`src/rtl/warships_pkg.sv`:
```
// warships_pkg: definitions shared by the board-side blocks of the game.
//   - cell codes stored in board_mem (2 bits per cell)
//   - click_state_t: states of the click-to-write controller
//   - address field widths of a board_mem write address {y, x}
package warships_pkg;

  localparam logic [1:0] CELL_EMPTY = 2'b00;
  localparam logic [1:0] CELL_SHIP  = 2'b01;
  localparam logic [1:0] CELL_HIT   = 2'b10;
  localparam logic [1:0] CELL_MISS  = 2'b11;

  localparam int ADDR_X_W = 4;
  localparam int ADDR_Y_W = 4;

  typedef enum logic [2:0] {
    IDLE         = 3'd0,
    CAPTURE      = 3'd1,
    CHECK        = 3'd2,
    DIVIDE       = 3'd3,
    WRITE        = 3'd4,
    WAIT_RELEASE = 3'd5
  } click_state_t;

endpackage

```
`src/rtl/btn_sync_edge.sv`:
```
// btn_sync_edge: brings an asynchronous button level into the clk domain
// through two flops and produces a one-cycle pulse on its rising edge.
// Ports:
//   clk   in  : clock
//   rst_n in  : asynchronous active-low reset, clears all flops
//   btn   in  : raw button level (may be asynchronous)
//   level out : synchronized button level
//   rise  out : high for one cycle after the synchronized level goes 0->1
module btn_sync_edge (
  input  logic clk,
  input  logic rst_n,
  input  logic btn,
  output logic level,
  output logic rise
);

  logic sync_1;
  logic sync_2;
  logic prev;

  always_ff @(posedge clk or negedge rst_n) begin
    if (!rst_n) begin
      sync_1 <= 1'b0;
      sync_2 <= 1'b0;
      prev   <= 1'b0;
    end else begin
      sync_1 <= btn;
      sync_2 <= sync_1;
      prev   <= sync_2;
    end
  end

  assign level = sync_2;
  assign rise  = sync_2 & ~prev;

endmodule

```
`src/rtl/grid_click_ctl.sv`:
```
// grid_click_ctl: turns a left-button press inside the X_SIZE x Y_SIZE grid
// into one write of wr_value to the board memory at the clicked cell.
// The cell index is found by repeated subtraction of CELL_SIZE, so
// CELL_SIZE need not be a power of two.
// Ports:
//   clk, rst              : clock, asynchronous active-low reset
//   enable                : presses are accepted only while high (sampled in IDLE)
//   mouse_x_pos/y_pos     : pointer position, already in the clk domain
//   mouse_left            : raw left-button level
//   wr_value              : cell code to write
//   write_addr/write_data : registered write port, {cell_y, cell_x} / code
//   write_enable          : one-cycle write strobe
//   cell_x, cell_y        : last written cell
//   click_cnt             : accepted in-grid clicks, wraps at 256
//   busy                  : FSM is not in IDLE
// Write port protocol: write_enable is a pure strobe with no back-pressure;
// board_mem must accept the write in the cycle write_enable is high.
// write_addr/write_data are valid in that cycle and hold afterwards.
module grid_click_ctl
  import warships_pkg::*;
#(
  parameter int X_POS     = 100,
  parameter int Y_POS     = 200,
  parameter int CELL_SIZE = 32,
  parameter int X_SIZE    = 12,
  parameter int Y_SIZE    = 12
) (
  input  logic        clk,
  input  logic        rst,
  input  logic        enable,
  input  logic [11:0] mouse_x_pos,
  input  logic [11:0] mouse_y_pos,
  input  logic        mouse_left,
  input  logic [1:0]  wr_value,
  output logic [7:0]  write_addr,
  output logic [1:0]  write_data,
  output logic        write_enable,
  output logic [3:0]  cell_x,
  output logic [3:0]  cell_y,
  output logic [7:0]  click_cnt,
  output logic        busy
);

  localparam logic [11:0] X_ORG  = 12'(X_POS);
  localparam logic [11:0] Y_ORG  = 12'(Y_POS);
  localparam logic [11:0] STEP   = 12'(CELL_SIZE);
  localparam logic [11:0] GRID_W = 12'(X_SIZE * CELL_SIZE);
  localparam logic [11:0] GRID_H = 12'(Y_SIZE * CELL_SIZE);

  click_state_t state;
  click_state_t state_next;

  logic        btn_level;
  logic        btn_rise;

  logic [11:0] x_q;
  logic [11:0] y_q;
  logic [1:0]  val_q;
  logic [11:0] rem_x;
  logic [11:0] rem_y;
  logic [ADDR_X_W-1:0] cnt_x;
  logic [ADDR_Y_W-1:0] cnt_y;

  logic [11:0] rel_x;
  logic [11:0] rel_y;
  logic        outside;
  logic        div_done;

  btn_sync_edge u_btn (
    .clk   (clk),
    .rst_n (rst),
    .btn   (mouse_left),
    .level (btn_level),
    .rise  (btn_rise)
  );

  // The borrow terms catch points left of / above the grid; rel_x/rel_y
  // are only meaningful when those are clear.
  assign rel_x    = x_q - X_ORG;
  assign rel_y    = y_q - Y_ORG;
  assign outside  = (x_q < X_ORG) || (y_q < Y_ORG) ||
                    (rel_x >= GRID_W) || (rel_y >= GRID_H);
  assign div_done = (rem_x < STEP) && (rem_y < STEP);

  assign busy = (state != IDLE);

  always_ff @(posedge clk or negedge rst) begin
    if (!rst) state <= IDLE;
    else      state <= state_next;
  end

  always_comb begin
    state_next = state;
    unique case (state)
      IDLE:         if (btn_rise && enable) state_next = CAPTURE;
      CAPTURE:      state_next = CHECK;
      CHECK:        state_next = outside ? WAIT_RELEASE : DIVIDE;
      DIVIDE:       if (div_done) state_next = WRITE;
      WRITE:        state_next = WAIT_RELEASE;
      WAIT_RELEASE: if (!btn_level) state_next = IDLE;
      default:      state_next = IDLE;
    endcase
  end

  always_ff @(posedge clk or negedge rst) begin
    if (!rst) begin
      x_q          <= '0;
      y_q          <= '0;
      val_q        <= '0;
      rem_x        <= '0;
      rem_y        <= '0;
      cnt_x        <= '0;
      cnt_y        <= '0;
      write_addr   <= '0;
      write_data   <= '0;
      write_enable <= 1'b0;
      cell_x       <= '0;
      cell_y       <= '0;
      click_cnt    <= '0;
    end else begin
      unique case (state)
        CAPTURE: begin
          x_q   <= mouse_x_pos;
          y_q   <= mouse_y_pos;
          val_q <= wr_value;
        end
        CHECK: begin
          if (!outside) begin
            rem_x <= rel_x;
            rem_y <= rel_y;
            cnt_x <= '0;
            cnt_y <= '0;
          end
        end
        DIVIDE: begin
          if (rem_x >= STEP) begin
            rem_x <= rem_x - STEP;
            cnt_x <= cnt_x + 4'd1;
          end
          if (rem_y >= STEP) begin
            rem_y <= rem_y - STEP;
            cnt_y <= cnt_y + 4'd1;
          end
          // Quotients are final in this cycle: load the write port so it is
          // registered and valid for the whole WRITE cycle.
          if (div_done) begin
            write_addr   <= {cnt_y, cnt_x};
            write_data   <= val_q;
            write_enable <= 1'b1;
          end
        end
        WRITE: begin
          write_enable <= 1'b0;
          cell_x       <= cnt_x;
          cell_y       <= cnt_y;
          click_cnt    <= click_cnt + 8'd1;
        end
        default: ;
      endcase
    end
  end

endmodule

```
`config.mk`:
```
export PLATFORM = sky130hd
export DESIGN_NAME = grid_click_ctl
export DESIGN_NICKNAME = d
export VERILOG_FILES = /design/src/rtl/warships_pkg.sv /design/src/rtl/btn_sync_edge.sv /design/src/rtl/grid_click_ctl.sv
export SDC_FILE = /design/constraint.sdc
export NUM_CORES = 1
export LEC_CHECK = 0
export BUFFER_PORTS_ARGS = -buffer_cell sky130_fd_sc_hd__buf_4
export CAP_MARGIN = 15
export CORE_AREA = 2 2 93 95
export CTS_CLUSTER_DIAMETER = 100
export DETAILED_ROUTE_END_ITERATION = 7
export DIE_AREA = 0 0 95 97
export PLACE_DENSITY_LB_ADDON = 0.12
export SLEW_MARGIN = 20
export SYNTH_ARGS = -nofsm -noshare
export SYNTH_HDL_FRONTEND = slang
export SYNTH_SLANG_ARGS = --single-unit
```
`constraint.sdc`:
```
create_clock -name clk -period 5.7 [get_ports clk]
set_clock_uncertainty 0.05 [all_clocks]
set_input_delay 0.57 -clock clk [delete_from_list [all_inputs] [get_ports clk]]
set_output_delay 0.57 -clock clk [all_outputs]
set_load 0.05 [all_outputs]
```
==> results of run 1 <==
-- critical path, delay by kind of cell (launching register included) --
| family | cells | cell delay [ps] |
|---|---|---|
| buffers and inverters | 1 | 100 |
| and+or+nand+nor | 2 | 810 |
| adders and majority gates | 1 | 190 |
| DFF | 1 | 430 |
| AOI/OAI and AO/OA | 4 | 1280 |
-- sequential cells by signal (all words and copies together), names as in the netlist, 4 cells and up --
name	cells
cell_x	4
cell_y	4
click_cnt	8
cnt_x	4
cnt_y	4
rem_x	12
rem_y	7
write_addr	8
x_q	12
y_q	9
-- through the flow --
stage / std cells / hold slack [ps] / area (um2) / setup WS, ps / total power [mW]
floorplan: 372 / 224 / 4020 / 3420 / 1.87
global placement: 520 / 289 / 4510 / 2830 / 2.14
detailed placement: 520 / 289 / 4510 / 2790 / 2.18
CTS: 536 / 258 / 4720 / 2760 / 2.62
global route: 536 / 257 / 4720 / 2400 / 2.80
finish: 536 / 209 / 4720 / 2750 / 2.59
-- final cells by class --
cell class	instances	share of cell area, %
flip-flops and latches	83	44.0
multi-input cells	259	38.4
repair buffers	57	9.14
clock buffers	10	2.92
well taps	105	2.78
clock inverters	6	1.54
inverters	16	1.27
-- layout by cell type, fill, tap and decap left out, types with 10 or more instances in the layout --
cell / instances
buf_4: 56
nor2_1: 28
xnor2_1: 10
o21ai_0: 22
a21oi_1: 13
clkbuf_8: 10
nand2_1: 31
mux2_2: 40
inv_1: 16
nand3_1: 13
dfrtp_1: 83
-- report_power, final --
part | internal (mW) | switching (mW) | leakage [nW]
clock network | 0.218 | 0.222 | 0.103
logic | 0.484 | 0.618 | 1.03
registers | 0.810 | 0.234 | 1.05
-- logic make-up after synthesis --
logic type	after synthesis
AOI/OAI and AO/OA	67
xor gates and xnor gates	18
adders and majority gates	7
buffers and inverters	30
DFF	83
muxes	42
and+or+nand+nor	125
-- how the worst min path moves through the flow --
stage	startpoint	to	slack, ps	depth (start not counted)
floorplan	rst	cell_x[0]$_DFFE_PN0N_	220	0
global placement	u_btn.sync_1$_DFF_PN0_	u_btn.level$_DFF_PN0_	290	0
detailed placement	u_btn.sync_1$_DFF_PN0_	u_btn.level$_DFF_PN0_	290	0
CTS	mouse_left	u_btn.sync_1$_DFF_PN0_	260	1
global route	rst	click_cnt[5]$_DFFE_PN0N_	260	1
finish	rst	write_addr[1]$_DFFE_PN0P_	210	1
-- cell usage after synthesis, drive strengths merged (2+ instances only) --
master / n / share of area, %
clkbuf: 8 / 0.75
nor3: 10 / 1.7
mux2i: 2 / 0.50
and3: 3 / 0.47
ha: 7 / 2.2
dfrtp: 83 / 52
or3: 7 / 1.2
buf: 6 / 1.1
o311ai: 2 / 0.62
o22ai: 2 / 0.31
o31ai: 4 / 0.75
a31oi: 5 / 0.78
xnor2: 10 / 2.2
a21o: 2 / 0.37
and2: 2 / 0.37
nor3b: 3 / 0.56
nand2: 32 / 3.1
o21ai: 25 / 3.1
mux2: 40 / 11
a21oi: 13 / 1.6
nand2b: 6 / 0.93
or4: 2 / 0.47
xor2: 8 / 1.7
nor2b: 5 / 0.78
nor4: 2 / 0.31
nor2: 29 / 2.9
nand4: 9 / 1.6
nand3: 13 / 1.6
o221a: 3 / 0.84
inv: 16 / 1.5
-- layer usage --
metal / wire length [um] / GRT usage (%) / vias up
li1: - / - / 1434
met1: 3510 / 24.1 / 1409
met2: 3630 / 29.0 / 48
met3: 252 / 3.66 / 8
met4: 119 / 7.02 / 0
met5: 0 / 0 / -
==> impl_metrics.tcl, run 1 <==
set metrics [dict create \
    vias 2899 \
    cts_made_buffers 9 \
    postCtsHoldBufs 0 \
    required_ps 5890 \
    synth.distinct_cells 54 \
    remaining_drc_errors 0 \
    grt_max_degree 84 \
    synth_ff_type "dfrtp_1" \
    clock-root-buffer "clkbuf_8" \
    crit_end "rem_y[8]$_DFFE_PN0P_" \
    worstSetupPathType "reg2reg" \
    htree_levels 3 \
    diodes 0 \
    area_growth_pct 17.6 \
    start_util_pct 49.4 \
    fp.dieW_um 95 \
    layout.nets 463 \
    num_rows 33 \
    p_leak_nw 2.18 \
    ys_ff_latch 83 \
    synthMuxAreaShare_pct 11.7 \
    syn_area_per_cell_um2 10.8 \
    syn_nets 409 \
    ant_nets 0 \
    dr.pass1.iters 4 \
    worst-r2r-setup-slack_ps 2750 \
    path_clk_slew_ps 90 \
    status "complete, no violations" \
    wl_um 7520 \
    wl_per_cell_um 14.0 \
    boundaryPins 58 \
    crit_fanout 24 \
    min-delay-path-class "in2async" \
    clock-sinks 83 \
    finalMaxSlewViolations 0 \
    arrival_ps 3150 \
    finalCriticalPeriod_ps 2950 \
    syn_inst 372 \
    io_buffers 54 \
    gr-total-overflow 0 \
    finalSetupTns_ps 0 \
    multi_input_area_um2 1810 \
    r2r_end "rem_y[8]$_DFFE_PN0P_" \
    cpMostUsedCell "o221a_2" \
    core_um2 8130 \
    first_global_vias 2907 \
    synth-edff-count 0 \
    synth_top_family_by_area "simple AND/OR/NAND/NOR gates" \
    rsz0062_at_grt "false" \
    cts_tree "yes" \
    synth-seq-area-share_pct 51.7 \
    setup_violations 0 \
    maxCapViolCount 0 \
    end_kind "register" \
    drtIter0Drc 82 \
    startpoint_type "register" \
    power_density_nw_per_um2 548 \
    die_h_um 97 \
    synth_area_um2 4020 \
    viasPerCell 5.41 \
    synthSimpleGateAreaFrac_pct 16.3 \
    cts_buffer_depth 2 \
    gp_congestion 0.802 \
    reg2reg_from "x_q[2]$_DFFE_PN0P_" \
    ctsResizeCount 0 \
    fmax_ghz 0.339 \
    synthXorXnorAreaFrac_pct 3.93 \
    period_share_pct 51.8 \
    max_stage_delay_ps 530 \
    hold_viol 0 \
    post-route-util_pct 58.0 \
    clock_latency_ps 360 \
    nFillCells 700 \
    dp_hpwl_um 5250 \
    cts_setup_buffers 0 \
    grt_pass1_wl_um 13300 \
    cpMaxStageDelayCell "nand4_2" \
    worstMarginPinSlew_ps 997 \
    postSynth.asyncResetShare_pct 100 \
    cp_cell_sequence "inv_1, ha_1, nor2b_1, o21ai_1, o41ai_1, o221a_2, nand4_2, o221a_2" \
    dieArea_um2 9220 \
    reg2reg_depth 8 \
    grt_use_total_pct 18.1 \
    regArea_um2 2080 \
    peakVddDrop_uv 202 \
    slew_headroom_pct 33.2 \
    synth_compound_area_share_pct 10.8 \
    grt_antenna_before_repair 0 \
    synth-adder-area-share_pct 2.18 \
    drive_above_1_share_pct 29.5 \
    startpoint "x_q[2]$_DFFE_PN0P_" \
    ys_warn_count 0 \
]
Power figures use the tool's default switching activity.
==> run 2: changes to the inputs <==
==> constraint.sdc (replaced) <==
create_clock -name clk -period 3 [get_ports clk]
set_clock_uncertainty 0.05 [all_clocks]
set_input_delay 0.3 -clock clk [delete_from_list [all_inputs] [get_ports clk]]
set_output_delay 0.3 -clock clk [all_outputs]
set_load 0.05 [all_outputs]
==> impl_metrics.tcl, run 2 (synthesized netlist as in run 1, its figures left out) <==
set metrics [dict create \
    worstSetupPathType "reg2reg" \
    status "finished, violations left" \
    cts_tree "yes" \
    max_stage_delay_ps 430 \
    maxCapViolCount 0 \
    path_clk_slew_ps 90 \
    htree_levels 3 \
    grt_use_total_pct 18.3 \
    startpoint_type "register" \
    layout.nets 468 \
    power_density_nw_per_um2 1020 \
    drtIter0Drc 122 \
    fmax_ghz 0.393 \
    cp_top_family "compound AO/OA/AOI/OAI gates" \
    end_kind "register" \
    holdWs_ps -62.4 \
    clock-root-buffer "clkbuf_8" \
    start_util_pct 49.4 \
    dieArea_um2 9220 \
    final_common_cell "dfrtp_1" \
    finalSetupTns_ps 0 \
    finalMaxSlewViolations 0 \
    boundaryPins 58 \
    layout_common_cells "83 x dfrtp_1, 60 x buf_4, 40 x mux2_2" \
    crit_fanout 4 \
    r2r_end "rem_y[10]$_DFFE_PN0P_" \
    arrival_ps 2710 \
    grt_antenna_before_repair 0 \
    period_share_pct 84.8 \
    dp_hpwl_um 5340 \
    violations "hold timing" \
    gp_congestion 0.856 \
    reg2reg_from "x_q[2]$_DFFE_PN0P_" \
    min-delay-path-class "in2async" \
    first_global_vias 2918 \
    gr-total-overflow 0 \
    finalCriticalPeriod_ps 2540 \
    post-route-util_pct 58.1 \
    drive_above_1_share_pct 30.0 \
    die_h_um 97 \
    required_ps 3170 \
    layout_top_registers "rem_x: 12 flops, x_q: 12 flops, y_q: 9 flops" \
    dr.pass1.iters 4 \
    viasPerCell 5.49 \
    busiest_layer "met2" \
    fp.dieW_um 95 \
    core_um2 8130 \
    ant_nets 0 \
    met2_usage_pct 29.4 \
    num_rows 33 \
    hold_viol 83 \
    setup_violations 0 \
    ctsResizeCount 0 \
    peakVddDrop_uv 350 \
    wl_um 7660 \
    vias 2971 \
    worstMarginPinSlew_ps 741 \
    clock_latency_ps 350 \
    cp_cell_sequence "inv_1, ha_1, nor2b_1, o21ai_1, o41ai_1, o221a_2, nand2_1, nor3_1, o22ai_1" \
    rsz0062_at_grt "false" \
    worst-r2r-setup-slack_ps 460 \
    nFillCells 718 \
    grt_max_degree 84 \
    slew_headroom_pct 50.6 \
    cts_made_buffers 9 \
    p_leak_nw 2.19 \
    wl_per_cell_um 14.2 \
    met3_usage_pct 3.97 \
    cts_buffer_depth 2 \
    reg2reg_depth 9 \
    cpMaxStageDelayCell "dfrtp_1" \
    remaining_drc_errors 0 \
    cts_setup_buffers 0 \
    use_met1_pct 25.0 \
    clock-sinks 83 \
    io_buffers 54 \
    path_buf_inv 1 \
    diodes 0 \
    area_growth_pct 17.7 \
    grt_pass1_wl_um 13500 \
]
## run 2: worst reg2reg max path, stage by stage, from the launching register on
cell     delay (ps)
dfrtp_1         430
inv_1            90
ha_1            190
nor2b_1         270
o21ai_1         160
o41ai_1         260
o221a_2         290
nand2_1         140
nor3_1          360
o22ai_1         150
## run 2: repair_timing
item                                   CTS  global route
hold buffers                             1             0
setup endpoints to repair                0             0
endpoints found under the hold margin    1             0
## run 2: worst max-delay path by stage
stage	cells after the start	slack, ps	endpoint	from
final	9	460	rem_y[10]$_DFFE_PN0P_	x_q[2]$_DFFE_PN0P_
after global routing	9	180	rem_y[10]$_DFFE_PN0P_	x_q[2]$_DFFE_PN0P_
after CTS	9	420	rem_y[10]$_DFFE_PN0P_	x_q[2]$_DFFE_PN0P_
after detailed placement	9	420	rem_y[10]$_DFFE_PN0P_	x_q[2]$_DFFE_PN0P_
after global placement	9	480	rem_y[10]$_DFFE_PN0P_	x_q[2]$_DFFE_PN0P_
after floorplan	7	720	write_addr[0]$_DFFE_PN0P_	rem_y[6]$_DFFE_PN0P_
## run 2: metal layers
metal | part of all wire, % | vias to the layer above
met5 | 0 | -
met4 | 1.2 | 0
met3 | 3.9 | 10
met2 | 48 | 59
met1 | 47 | 1463
li1 | - | 1439
## run 2: area by class of cell
cell class                      count  area [um2]  area share, %
Sequential cell                    83        2080           44.0
Timing Repair Buffer               62         472           9.98
Tap cell                          105         131           2.78
Clock inverter                      7        51.3           1.09
Multi-Input combinational cell    259        1810           38.3
Inverter                           16        60.1           1.27
Clock buffer                        9         124           2.62
## run 2: metrics by stage
stage / worst slack (ps) / std cells / power [mW] / area (um2)
floorplan: 719 / 372 / 3.55 / 4020
global placement: 483 / 524 / 4.07 / 4540
detailed placement: 417 / 524 / 4.14 / 4540
CTS: 416 / 541 / 4.88 / 4720
global route: 184 / 541 / 5.22 / 4730
finish: 456 / 541 / 4.82 / 4730
## run 2: report_power, final
part | internal, mW | switching [mW]
Combinational | 0.927 | 1.18
Sequential | 1.54 | 0.454
Clock | 0.306 | 0.422
